[config.mk]
export PLATFORM = sky130hd
export DESIGN_NAME = hv_pwm_intb_encode_sched
export DESIGN_NICKNAME = d
export VERILOG_FILES = /design/src/rtl/hv_pwm_intb_encode_sched.sv
export SDC_FILE = /design/constraint.sdc
export NUM_CORES = 1
export LEC_CHECK = 0
export BUFFER_PORTS_ARGS = -buffer_cell sky130_fd_sc_hd__buf_2
export CORE_MARGIN = 2
export CORE_UTILIZATION = 55
export CTS_CLUSTER_SIZE = 10
export DETAILED_ROUTE_END_ITERATION = 10
export PLACE_DENSITY = 0.7
export SYNTH_ARGS = -nofsm -noshare
export SYNTH_HDL_FRONTEND = slang
export SYNTH_SLANG_ARGS = --single-unit
[constraint.sdc]
create_clock -name i_clk -period 4.4 [get_ports i_clk]
set_input_delay 0.88 -clock i_clk [delete_from_list [all_inputs] [get_ports i_clk]]
set_output_delay 0.88 -clock i_clk [all_outputs]
set_load 0.01 [all_outputs]
[src/rtl/hv_pwm_intb_encode_sched.sv]
// hv_pwm_intb_encode_sched: encodes HV interrupt level changes as PWM pulse-train frames on the INTB wire
module hv_pwm_intb_encode_sched #(
    parameter int PULSE_CYC   = 5,
    parameter int GAP_CYC     = 2,
    parameter int GUARD_CYC   = 12,
    parameter int REFRESH_CYC = 1024
) (
    input  logic i_clk,
    input  logic i_rst_n,
    input  logic i_en,
    input  logic i_intb_n,
    output logic o_hv_pwm_intb_n,
    output logic o_busy,
    output logic o_sent_intb_n,
    output logic o_frame_done
);
    localparam int MAXC = (PULSE_CYC > GAP_CYC)
        ? ((PULSE_CYC > GUARD_CYC) ? PULSE_CYC : GUARD_CYC)
        : ((GAP_CYC > GUARD_CYC) ? GAP_CYC : GUARD_CYC);
    localparam int CW = $clog2(MAXC + 1);
    localparam int RW = (REFRESH_CYC > 0) ? $clog2(REFRESH_CYC + 1) : 1;
    localparam logic [RW-1:0] RMAX = RW'((REFRESH_CYC > 0) ? REFRESH_CYC - 1 : 0);

    typedef enum logic [1:0] {IDLE, PULSE, GAP, GUARD} state_t;

    state_t state, state_nx;
    logic [CW-1:0] cyc_cnt, cyc_nx;
    logic [2:0] pulse_idx, pulse_nx;
    logic [RW-1:0] ref_cnt, ref_nx;
    logic code, code_nx, sent_nx, resend, resend_nx, valid, valid_nx, done_nx, init;
    logic change, refresh, trig, last_pulse;

    // frame trigger terms; init holds off triggers for the single cycle before the post-reset guard
    always_comb begin
        change     = (i_intb_n != o_sent_intb_n) || resend;
        refresh    = (REFRESH_CYC != 0) && (ref_cnt == RMAX);
        trig       = (state == IDLE) && !init && i_en && (change || refresh);
        last_pulse = pulse_idx == (code ? 3'd3 : 3'd0);
    end

    // next-state and counter logic; valid marks a frame that has not been aborted
    always_comb begin
        state_nx  = state;
        cyc_nx    = cyc_cnt;
        pulse_nx  = pulse_idx;
        code_nx   = code;
        sent_nx   = o_sent_intb_n;
        resend_nx = resend;
        valid_nx  = valid;
        done_nx   = 1'b0;
        ref_nx    = !i_en ? '0
                  : (state == IDLE && !init && ref_cnt != RMAX) ? ref_cnt + 1'b1 : ref_cnt;
        case (state)
            IDLE: begin
                if (init) begin
                    state_nx = GUARD;
                    cyc_nx   = '0;
                end else if (trig) begin
                    state_nx  = PULSE;
                    cyc_nx    = '0;
                    pulse_nx  = '0;
                    code_nx   = i_intb_n;
                    sent_nx   = i_intb_n;
                    resend_nx = 1'b0;
                    valid_nx  = 1'b1;
                    ref_nx    = '0;
                end
            end
            PULSE: begin
                if (!i_en) begin
                    state_nx  = GUARD;
                    cyc_nx    = '0;
                    resend_nx = 1'b1;
                    valid_nx  = 1'b0;
                end else if (cyc_cnt == CW'(PULSE_CYC - 1)) begin
                    state_nx = last_pulse ? GUARD : GAP;
                    cyc_nx   = '0;
                    pulse_nx = pulse_idx + 3'd1;
                end else begin
                    cyc_nx = cyc_cnt + 1'b1;
                end
            end
            GAP: begin
                if (!i_en) begin
                    state_nx  = GUARD;
                    cyc_nx    = '0;
                    resend_nx = 1'b1;
                    valid_nx  = 1'b0;
                end else if (cyc_cnt == CW'(GAP_CYC - 1)) begin
                    state_nx = PULSE;
                    cyc_nx   = '0;
                end else begin
                    cyc_nx = cyc_cnt + 1'b1;
                end
            end
            GUARD: begin
                if (cyc_cnt == CW'(GUARD_CYC - 1)) begin
                    state_nx = IDLE;
                    cyc_nx   = '0;
                    done_nx  = valid;
                    valid_nx = 1'b0;
                end else begin
                    cyc_nx = cyc_cnt + 1'b1;
                end
            end
            default: state_nx = IDLE;
        endcase
    end

    // state and output registers; the line is high exactly while the FSM sits in PULSE
    always_ff @(posedge i_clk or negedge i_rst_n) begin
        if (!i_rst_n) begin
            state           <= IDLE;
            init            <= 1'b1;
            cyc_cnt         <= '0;
            pulse_idx       <= '0;
            ref_cnt         <= '0;
            code            <= 1'b0;
            resend          <= 1'b0;
            valid           <= 1'b0;
            o_sent_intb_n   <= 1'b1;
            o_frame_done    <= 1'b0;
            o_hv_pwm_intb_n <= 1'b0;
        end else begin
            state           <= state_nx;
            init            <= 1'b0;
            cyc_cnt         <= cyc_nx;
            pulse_idx       <= pulse_nx;
            ref_cnt         <= ref_nx;
            code            <= code_nx;
            resend          <= resend_nx;
            valid           <= valid_nx;
            o_sent_intb_n   <= sent_nx;
            o_frame_done    <= done_nx;
            o_hv_pwm_intb_n <= (state_nx == PULSE);
        end
    end

    assign o_busy = (state != IDLE);
endmodule
==> out/summary.txt, run 1 <==
status -> finished clean
synthesized instance count -> 183
CTS Buf Count -> 3
WS Path Type -> reg -> reg
initial antenna violation count -> 0
P&R area growth vs syn -> 3.823%
vias per inst -> 6.301
Hold Crit Depth -> 2
critical path fanouts, max -> 12
FF-to-FF path depth -> 7
period utilization -> 58.44%
DR iter-0 viols -> 80
vias -> 1,380
dpl cells -> 215
post-route cell area -> 0.001767 mm²
DRC violations left -> 0
Critical Path Source Type -> flip-flop
Clock Root Buffer -> clkbuf_4
Max Cap Violations -> 0
Post-Syn Nets -> 197
Placed Area -> 0.001740 mm²
Die ar. -> 0.003555 mm²
pre-CTS WS -> 1891 ps
WL final -> 3531 µm
WL met1 -> 1591 µm
Most used DFF post-synth -> dfrtp_1
nets -> 201
Pre-antenna DRT Iters -> 4
num rows -> 20
gp weighted congestion -> 0.8876
Hold/Removal Path Class -> reg -> reg
register area share after synthesis -> 39.85%
Worst-path clk slew -> 160 ps
vias in the first global route -> 1,408
Slew @ Worst Pin -> 673.2 ps
Total Routing Usage GR -> 22.80%
CTS H-tree lvls -> 1
largest net degree at the start of global routing -> 28
# diodes -> 0
metal2 WL -> 1769 µm
IO buf count -> 7
gr ovfl total -> 0
final setup TNS -> 0 ps
Ys Warns -> 0
Yosys reg bits -> 27
io pins -> 8
cts hold-fix bufs -> 0
Top Layer Used -> met4
Fmax -> 0.3889 GHz
pwr/cell area -> 515.1 mW/mm²
Post-CTS Setup Bufs -> 0
Required @ worst endpoint -> 4650 ps
Area contributors post-synth -> dfrtp_1 37%, ha_1 7.4%, nand2_1 3.8%
dominant cell type by area after synthesis -> dfrtp_1
Peak VDD IR -> 0.1915 mV
critical path capture point type -> flip-flop
FFs w/ async S/R, synth -> 100.0%
slew margin rel. -> 54.81%
min Tclk post-route -> 2571 ps
Chip Height -> 59.62 µm
CTS tree -> done
routed len/inst -> 16.12 µm
clk_skew -> 18.41 ps
first-pass GRT wire length -> 6168 µm
critical path data arrival time -> 2820 ps
endpoints failing setup -> 0
layout cell share with drive strength beyond 1 -> 10.75%
Final WS setup -> 1829 ps
# clock sinks -> 27
LEAKAGE -> 0.7747 nW
Mapped Area -> 0.001702 mm²
PostCTS Resize Cnt -> 0
Yosys cell types -> 53
Starting Density -> 56.67%
RSZ-0062 raised after global routing -> false
final non-filler cell total -> 219
core area -> 0.003003 mm²
Clock Path Buffers -> 2
clk_lat worst skew -> 340 ps
Fin. Hold Viols -> 0
dpl hpwl -> 2570 µm
mean post-synth cell area -> 9.299 µm²
WL met3 -> 82 µm
Die X -> 59.62 µm
Antenna Nets Post-Route -> 0
EDFF count, synth -> 0
Slew Viols, Final -> 0
post-synth top area share -> 36.76%
==> metrics by stage <==
| step | utilization (%) | hold WS (ps) | power [mW] |
|---|---|---|---|
| after detailed placement | 57.96 | 472.7 | 0.7950 |
| final | 58.83 | 493.0 | 0.9100 |
| after floorplan | - | 459.2 | 0.6896 |
| after global placement | 57.96 | 470.3 | 0.7789 |
| after global routing | 58.83 | 516.3 | 0.9861 |
| after CTS | 58.83 | 494.7 | 0.9079 |
==> flip-flops by register name (all words and copies together), names as in the netlist, 2 cells and up <==
name	flops
cyc_cnt	4
pulse_idx	3
ref_cnt	11
state	2
==> cells in the final DEF, fill, tap and decap left out, drive strengths merged, types with 2 or more instances in the layout <==
master,instances
nand3,9
buf,7
nor3,3
inv,11
xor2,7
and4,2
nor4,2
a311oi,2
nand3b,2
a31o,2
dfstp,2
a31oi,3
or3,3
clkbuf,4
nor3b,3
o211ai,2
nand2,17
nor4b,2
a211oi,2
and3,3
nor2,16
nand2b,3
ha,10
mux2i,2
a21o,2
o21ai,6
a21oi,6
nand4,3
nor2b,6
dfrtp,25
==> layer usage <==
| metal | GRT usage (%) | up-vias |
|---|---|---|
| met1 | 29.01 | 681 |
| li1 | - | 661 |
| met2 | 38.15 | 28 |
| met3 | 2.620 | 10 |
| met5 | 0 | - |
| met4 | 11.43 | 0 |
==> layout make-up <==
cell class | instances | area (µm²)
clock buffer | 4 | 26.28
sequential | 27 | 678.2
inverter | 11 | 41.29
timing repair buffer | 7 | 35.03
fill | 278 | 1236
tap | 33 | 41.29
multi-input combinational | 137 | 944.7
==> logic make-up (layout without fill, tap and decap cells) <==
group,after synthesis,count (layout),share of synthesized area [%]
adder cells (fa/ha/maj),10,10,7.353
AND/OR/NAND/NOR,78,78,25.30
flip-flops,27,27,39.85
other,1,1,0.2204
buffers and inverters,19,22,4.632
AO/OA/AOI/OAI,37,37,16.69
multiplexers,3,3,1.838
XOR/XNOR,8,8,4.118
==> worst paths after layout <==
kind,startpoint,end,slack [ps]
max,state[0],valid,1830
min,o_sent_intb_n,o_sent_intb_n,490
max reg2reg,state[0],valid,1830
min reg2reg,o_sent_intb_n,o_sent_intb_n,490
max in group asynchronous,i_rst_n,state[1],3450
min in group asynchronous,i_rst_n,valid,530
==> worst max-delay path, stage by stage (launching register included) <==
cell	delay [ps]
dfrtp_1	470
inv_1	140
ha_1	440
nor2b_1	430
nand2_1	170
a21o_4	250
a221oi_2	230
mux2_2	360
==> report_power, final <==
| group | switching (mW) | internal [mW] |
|---|---|---|
| sequential | 0.0574 | 0.305 |
| clock | 0.0780 | 0.0356 |
| combinational | 0.256 | 0.178 |
| total | 0.391 | 0.519 |
==> cell usage after synthesis, drive strengths merged, types with 3 or more instances <==
cell	instances
nor3	3
o21ai	6
dfrtp	25
buf	4
nor3b	3
ha	10
a31oi	3
and3	3
or3	3
clkbuf	4
nand2b	3
inv	11
nand4	3
nor2b	6
nor2	16
nand3	9
xor2	7
nand2	17
a21oi	6
Power figures use the tool's default switching activity.
==> run 2, diff against run 1 <==
Settings changed: ABC_AREA set to 1, PLACE_DENSITY 0.7 to 0.72.
Clock period 4.4 ns to 2.3 ns, I/O delays scaled along.
==> run 2 against run 1 <==
  * Die area is 2.0% higher
  * Via count increased by 1.7%
  * Worst setup slack got worse by 1500 ps
  * Count of clock-buffer cells in the layout unchanged
  * Largest power group unchanged
  * Sequential share of layout area is 1.4 points lower
  * Global-route usage shrank 3.4 points
  * Cell area is 3.8% higher
  * Sequential power up 88%
  * Synthesized cell count rose by 23%
  * Clock skew shrank 14 ps
==> out/summary.txt, run 2 <==
num rows -> 20
Max Cap Violations -> 0
clk_lat worst skew -> 320 ps
critical path fanouts, max -> 5
gr ovfl total -> 0
vias in the first global route -> 1,275
Fillers -> 287
WL final -> 3032 µm
most common cell after layout, fill and taps aside -> nand2_1
commonest non-fill, non-tap cells in the layout -> 53 x nand2_1, 27 x inv_1, 25 x dfrtp_1, 24 x nor2_1, 20 x nand3_1
Starting Density -> 57.40%
min Tclk post-route -> 1923 ps
reg2reg end -> ref_cnt[6]
CTS tree -> done
Clock Root Buffer -> clkbuf_4
top cells by count, synth -> 53 x nand2_1, 27 x inv_1, 25 x dfrtp_1
Critical Path Source Type -> flip-flop
P&R area growth vs syn -> 5.544%
Slew @ Worst Pin -> 588.1 ps
Yosys cell types -> 32
Mapped Area -> 0.001738 mm²
final non-filler cell total -> 277
PostCTS Resize Cnt -> 0
dominant cell type by area after synthesis -> dfrtp_1
Fin. Hold Viols -> 0
LEAKAGE -> 0.8816 nW
dpl hpwl -> 2283 µm
Fmax -> 0.5201 GHz
FF-to-FF path depth -> 9
Antenna Nets Post-Route -> 0
critical path capture point type -> output pin
Most used DFF post-synth -> dfrtp_1
final setup TNS -> 0 ps
cts hold-fix bufs -> 0
Post-CTS Setup Bufs -> 0
mean post-synth cell area -> 7.724 µm²
nets -> 248
launch point of the worst reg-to-reg path -> state[0]
Chip Height -> 60.21 µm
Yosys reg bits -> 27
CTS H-tree lvls -> 1
EDFF count, synth -> 0
setup slack, reg-to-reg -> 470 ps
Worst-path clk slew -> 140 ps
endpoints failing setup -> 0
core area -> 0.003028 mm²
CTS Buf Count -> 3
vias -> 1,403
Critical-path top delay cell -> dfrtp_1
io pins -> 8
synthesized instance count -> 225
FFs w/ async S/R, synth -> 100.0%
crit-path cells -> inv_1, ha_1, inv_2, buf_2
max FFs per register -> 11
Worst path max stage delay -> 440 ps
Ys Warns -> 0
Die X -> 60.21 µm
# clock sinks -> 27
Clock Path Buffers -> 2
RSZ-0062 raised after global routing -> false
first-pass GRT wire length -> 5423 µm
critical path data arrival time -> 1460 ps
register area share after synthesis -> 39.02%
initial antenna violation count -> 0
Slew Viols, Final -> 0
Peak VDD IR -> 0.5957 mV
period utilization -> 83.59%
status -> finished clean
cell with the most instances after synthesis -> nand2_1
Post-Syn Nets -> 239
most flop-heavy register -> ref_cnt
Area contributors post-synth -> dfrtp_1 36%, nand2_1 11%, ha_1 7.2%
DR iter-0 viols -> 47
dpl cells -> 273
slew margin rel. -> 60.79%
Required @ worst endpoint -> 1840 ps
DRC violations left -> 0
vias per inst -> 5.065
WS Path Type -> reg -> out
clk_skew -> 4.115 ps
Total Routing Usage GR -> 19.42%
Die ar. -> 0.003625 mm²
routed len/inst -> 10.95 µm
# diodes -> 0
IO buf count -> 7
top flop regs -> ref_cnt (11), cyc_cnt (4), pulse_idx (3)
Hold/Removal Path Class -> in -> async
pwr/cell area -> 951.7 mW/mm²
post-synth top area share -> 36.00%
gp weighted congestion -> 0.8539
Pre-antenna DRT Iters -> 4
layout cell share with drive strength beyond 1 -> 13.30%
largest net degree at the start of global routing -> 28
==> run 2: worst max path at each step <==
stage / startpoint / to / slack (ps) / depth (start not counted)
after CTS: state[0] / o_busy / 370 / 4
after global placement: state[0] / ref_cnt[9] / 560 / 9
after global routing: state[0] / o_busy / 270 / 4
after floorplan: state[0] / pulse_idx[0] / 670 / 11
final: state[0] / o_busy / 380 / 4
after detailed placement: state[0] / ref_cnt[6] / 500 / 9
==> run 2: layer usage <==
| metal | GRT usage, % | vias to the layer above | wire, µm |
|---|---|---|---|
| met3 | 2.814 | 4 | 55 |
| met4 | 6.984 | 0 | 34 |
| met1 | 26.99 | 642 | 1625 |
| met2 | 30.59 | 14 | 1316 |
| met5 | 0 | - | 0 |
| li1 | - | 743 | - |
==> run 2: per-stage QoR <==
step	hold slack [ps]	power [mW]	util (%)	cell area, µm²	worst slack, ps
2_1_floorplan	164.4	1.374	-	1738	670.9
3_3_place_gp	472.5	1.546	59.71	1808	564.3
3_5_place_dp	476.0	1.548	59.71	1808	499.8
4_1_cts	128.3	1.762	60.58	1834	371.4
5_1_grt	145.3	1.926	60.58	1834	268.1
6_report	113.9	1.746	60.58	1834	377.4
==> run 2: cell type report <==
| type | count | area, µm² | share of cell area [%] |
|---|---|---|---|
| tap | 44 | 55.05 | 3.001 |
| timing repair buffer | 7 | 35.03 | 1.910 |
| inverter | 29 | 108.9 | 5.934 |
| sequential | 27 | 678.2 | 36.97 |
| clock buffer | 4 | 26.28 | 1.432 |
| multi-input combinational | 166 | 930.9 | 50.75 |
==> run 2: cell families after synthesis <==
| kind of cell | after synthesis | synth area share, % |
|---|---|---|
| and+or+nand+nor | 124 | 34.85 |
| buffers and inverters | 32 | 7.415 |
| DFF | 27 | 39.02 |
| AOI/OAI and AO/OA | 25 | 8.279 |
| adders and majority gates | 10 | 7.199 |
| xor gates and xnor gates | 6 | 3.024 |
| other | 1 | 0.2158 |
==> run 2: critical path, delay by kind of cell (launching register included) <==
family | cells | cell delay (ps)
flip-flops | 1 | 440
adder cells (fa/ha/maj) | 1 | 280
buffers and inverters | 3 | 430
==> run 2: report_power, final <==
group | leakage, nW | internal (mW) | switching [mW]
Sequential | 0.353 | 0.586 | 0.0952
Clock | 0.0150 | 0.0680 | 0.138
Combinational | 0.514 | 0.313 | 0.546
Total | 0.882 | 0.967 | 0.779
==> run 3, diff against run 2 <==
Clock period 2.3 ns to 1.5 ns, I/O delays scaled along.
==> run 3 against run 2 <==
  * Flip-flop and latch count is the same
  * Non-clock buffer count grew 25
  * Global-route usage grew 2.2 points
  * Worst setup slack lost 380 ps
  * Die area is the same
  * First-iteration DRC count grew 55%
  * Cell area grew 17%
==> out/summary.txt, run 3 (synthesis results as in run 2) <==
status -> finished clean
Max Cap Violations -> 0
Worst-path clk slew -> 150 ps
clk_skew -> 1.151 ps
RSZ-0062 raised after global routing -> true
Peak VDD IR -> 1.062 mV
most flop-heavy register -> ref_cnt
vias in the first global route -> 1,395
Fin. Hold Viols -> 0
top flop regs -> ref_cnt (11), cyc_cnt (4), pulse_idx (3)
Hold/Removal Path Class -> in -> reg
Worst path max stage delay -> 440 ps
WL final -> 3740 µm
pwr/cell area -> 1511 mW/mm²
gp weighted congestion -> 0.8593
Total Routing Usage GR -> 21.60%
endpoints failing setup -> 0
Placed Area -> 0.001948 mm²
min Tclk post-route -> 1500 ps
LEAKAGE -> 1.003 nW
routed len/inst -> 12.34 µm
# clock sinks -> 27
Pre-antenna DRT Iters -> 4
most common cell after layout, fill and taps aside -> nand2_1
# diodes -> 0
slew margin rel. -> 60.46%
CTS H-tree lvls -> 1
Slew Viols, Final -> 0
critical path capture point type -> output pin
Critical-path top delay cell -> dfrtp_1
Slew @ Worst Pin -> 593.0 ps
vias per inst -> 5.086
crit-path cells -> inv_2, ha_4, inv_6, buf_6
commonest non-fill, non-tap cells in the layout -> 49 x nand2_1, 25 x dfrtp_1, 23 x buf_4, 22 x inv_1
initial antenna violation count -> 0
Fmax -> 0.6668 GHz
critical path fanouts, max -> 4
period utilization -> 99.98%
final core utilization -> 70.79%
Die ar. -> 0.003625 mm²
Critical path origin -> state[1]
critical path data arrival time -> 1200 ps
Die X -> 60.21 µm
post-route cell area -> 0.002143 mm²
layout cell share with drive strength beyond 1 -> 32.05%
largest net degree at the start of global routing -> 28
Fillers -> 241
Chip Height -> 60.21 µm
max FFs per register -> 11
nets -> 274
critical hold path startpoint -> i_intb_n
io pins -> 8
Antenna Nets Post-Route -> 0
first-pass GRT wire length -> 5913 µm
final setup TNS -> 0 ps
Clock Root Buffer -> clkbuf_4
Required @ worst endpoint -> 1200 ps
launch point of the worst reg-to-reg path -> state[1]
Power Total -> 3.238 mW
dpl hpwl -> 2557 µm
Starting Density -> 57.40%
num rows -> 20
WHS -> 216.0 ps
IO buf count -> 7
Critical Path Source Type -> flip-flop
vias -> 1,541
WS Path Type -> reg -> out
clk_lat worst skew -> 330 ps
CTS tree -> done
DRC violations left -> 0
CTS Buf Count -> 3
DR iter-0 viols -> 73
P&R area growth vs syn -> 23.33%
core area -> 0.003028 mm²
gr ovfl total -> 0
Clock Path Buffers -> 2
run 3: cell types whose count changed in the layout (fill, tap and decap cells not counted), moves of 5 or more:
cell    change
buf_4      +23
nor2_1      -7
nor2_2      +6
ha_1        -5
inv_1       -5
run 3: timing repair:
| action | 4_1_cts | 5_1_grt |
|---|---|---|
| pin swaps | 0 | 4 |
| hold buffers | 1 | 0 |
| buffers inserted | 2 | 5 |
| hold endpoints to repair | 25 | 0 |
| setup endpoints to repair | 21 | 25 |
| gates cloned | 0 | 1 |
| resized for setup | 6 | 27 |
run 3: metrics by stage:
stage          std cells  setup slack [ps]
4_1_cts              297            -10.07
3_5_place_dp         290            -44.93
5_1_grt              303            -93.02
3_3_place_gp         290            -38.84
6_report             303            0.2536
2_1_floorplan        225             6.204
run 3: worst paths after layout:
check	slack (ps)	cells past startpoint	to
min in group asynchronous	480	2	ref_cnt[2]
setup reg to reg	0.3	10	state[1]
max in group asynchronous	640	2	cyc_cnt[0]
hold / removal	220	3	code
setup / recovery	0.3	4	o_busy
hold reg to reg	510	2	valid
run 3: area by class of cell:
cell class              instances  area, µm²  area share [%]
clock buffers                   4      26.28           1.226
flip-flops and latches         27      678.2           31.64
inverters                      29      113.9           5.312
multi-input cells             167       1035           48.28
well taps                      44      55.05           2.569
repair buffers                 32      235.2           10.97
run 3: power breakdown:
part           internal, mW  switching (mW)  leakage [nW]
clock network         0.105           0.224        0.0150
registers             0.899           0.140         0.353
logic                 0.824            1.05         0.635
run 3: critical path: cells and delay by family (launching register included):
| kind | cells | cell delay, ps |
|---|---|---|
| buf+inv | 3 | 260 |
| flops | 1 | 440 |
| fa+ha+maj | 1 | 160 |
run 3: per-layer routing:
layer	vias to the layer above	track usage [%]	part of all wire, %
li1	794	-	-
met1	718	27.24	46
met2	24	38.20	50
met3	5	1.948	2.5
met4	0	7.619	1.3
met5	-	0	0
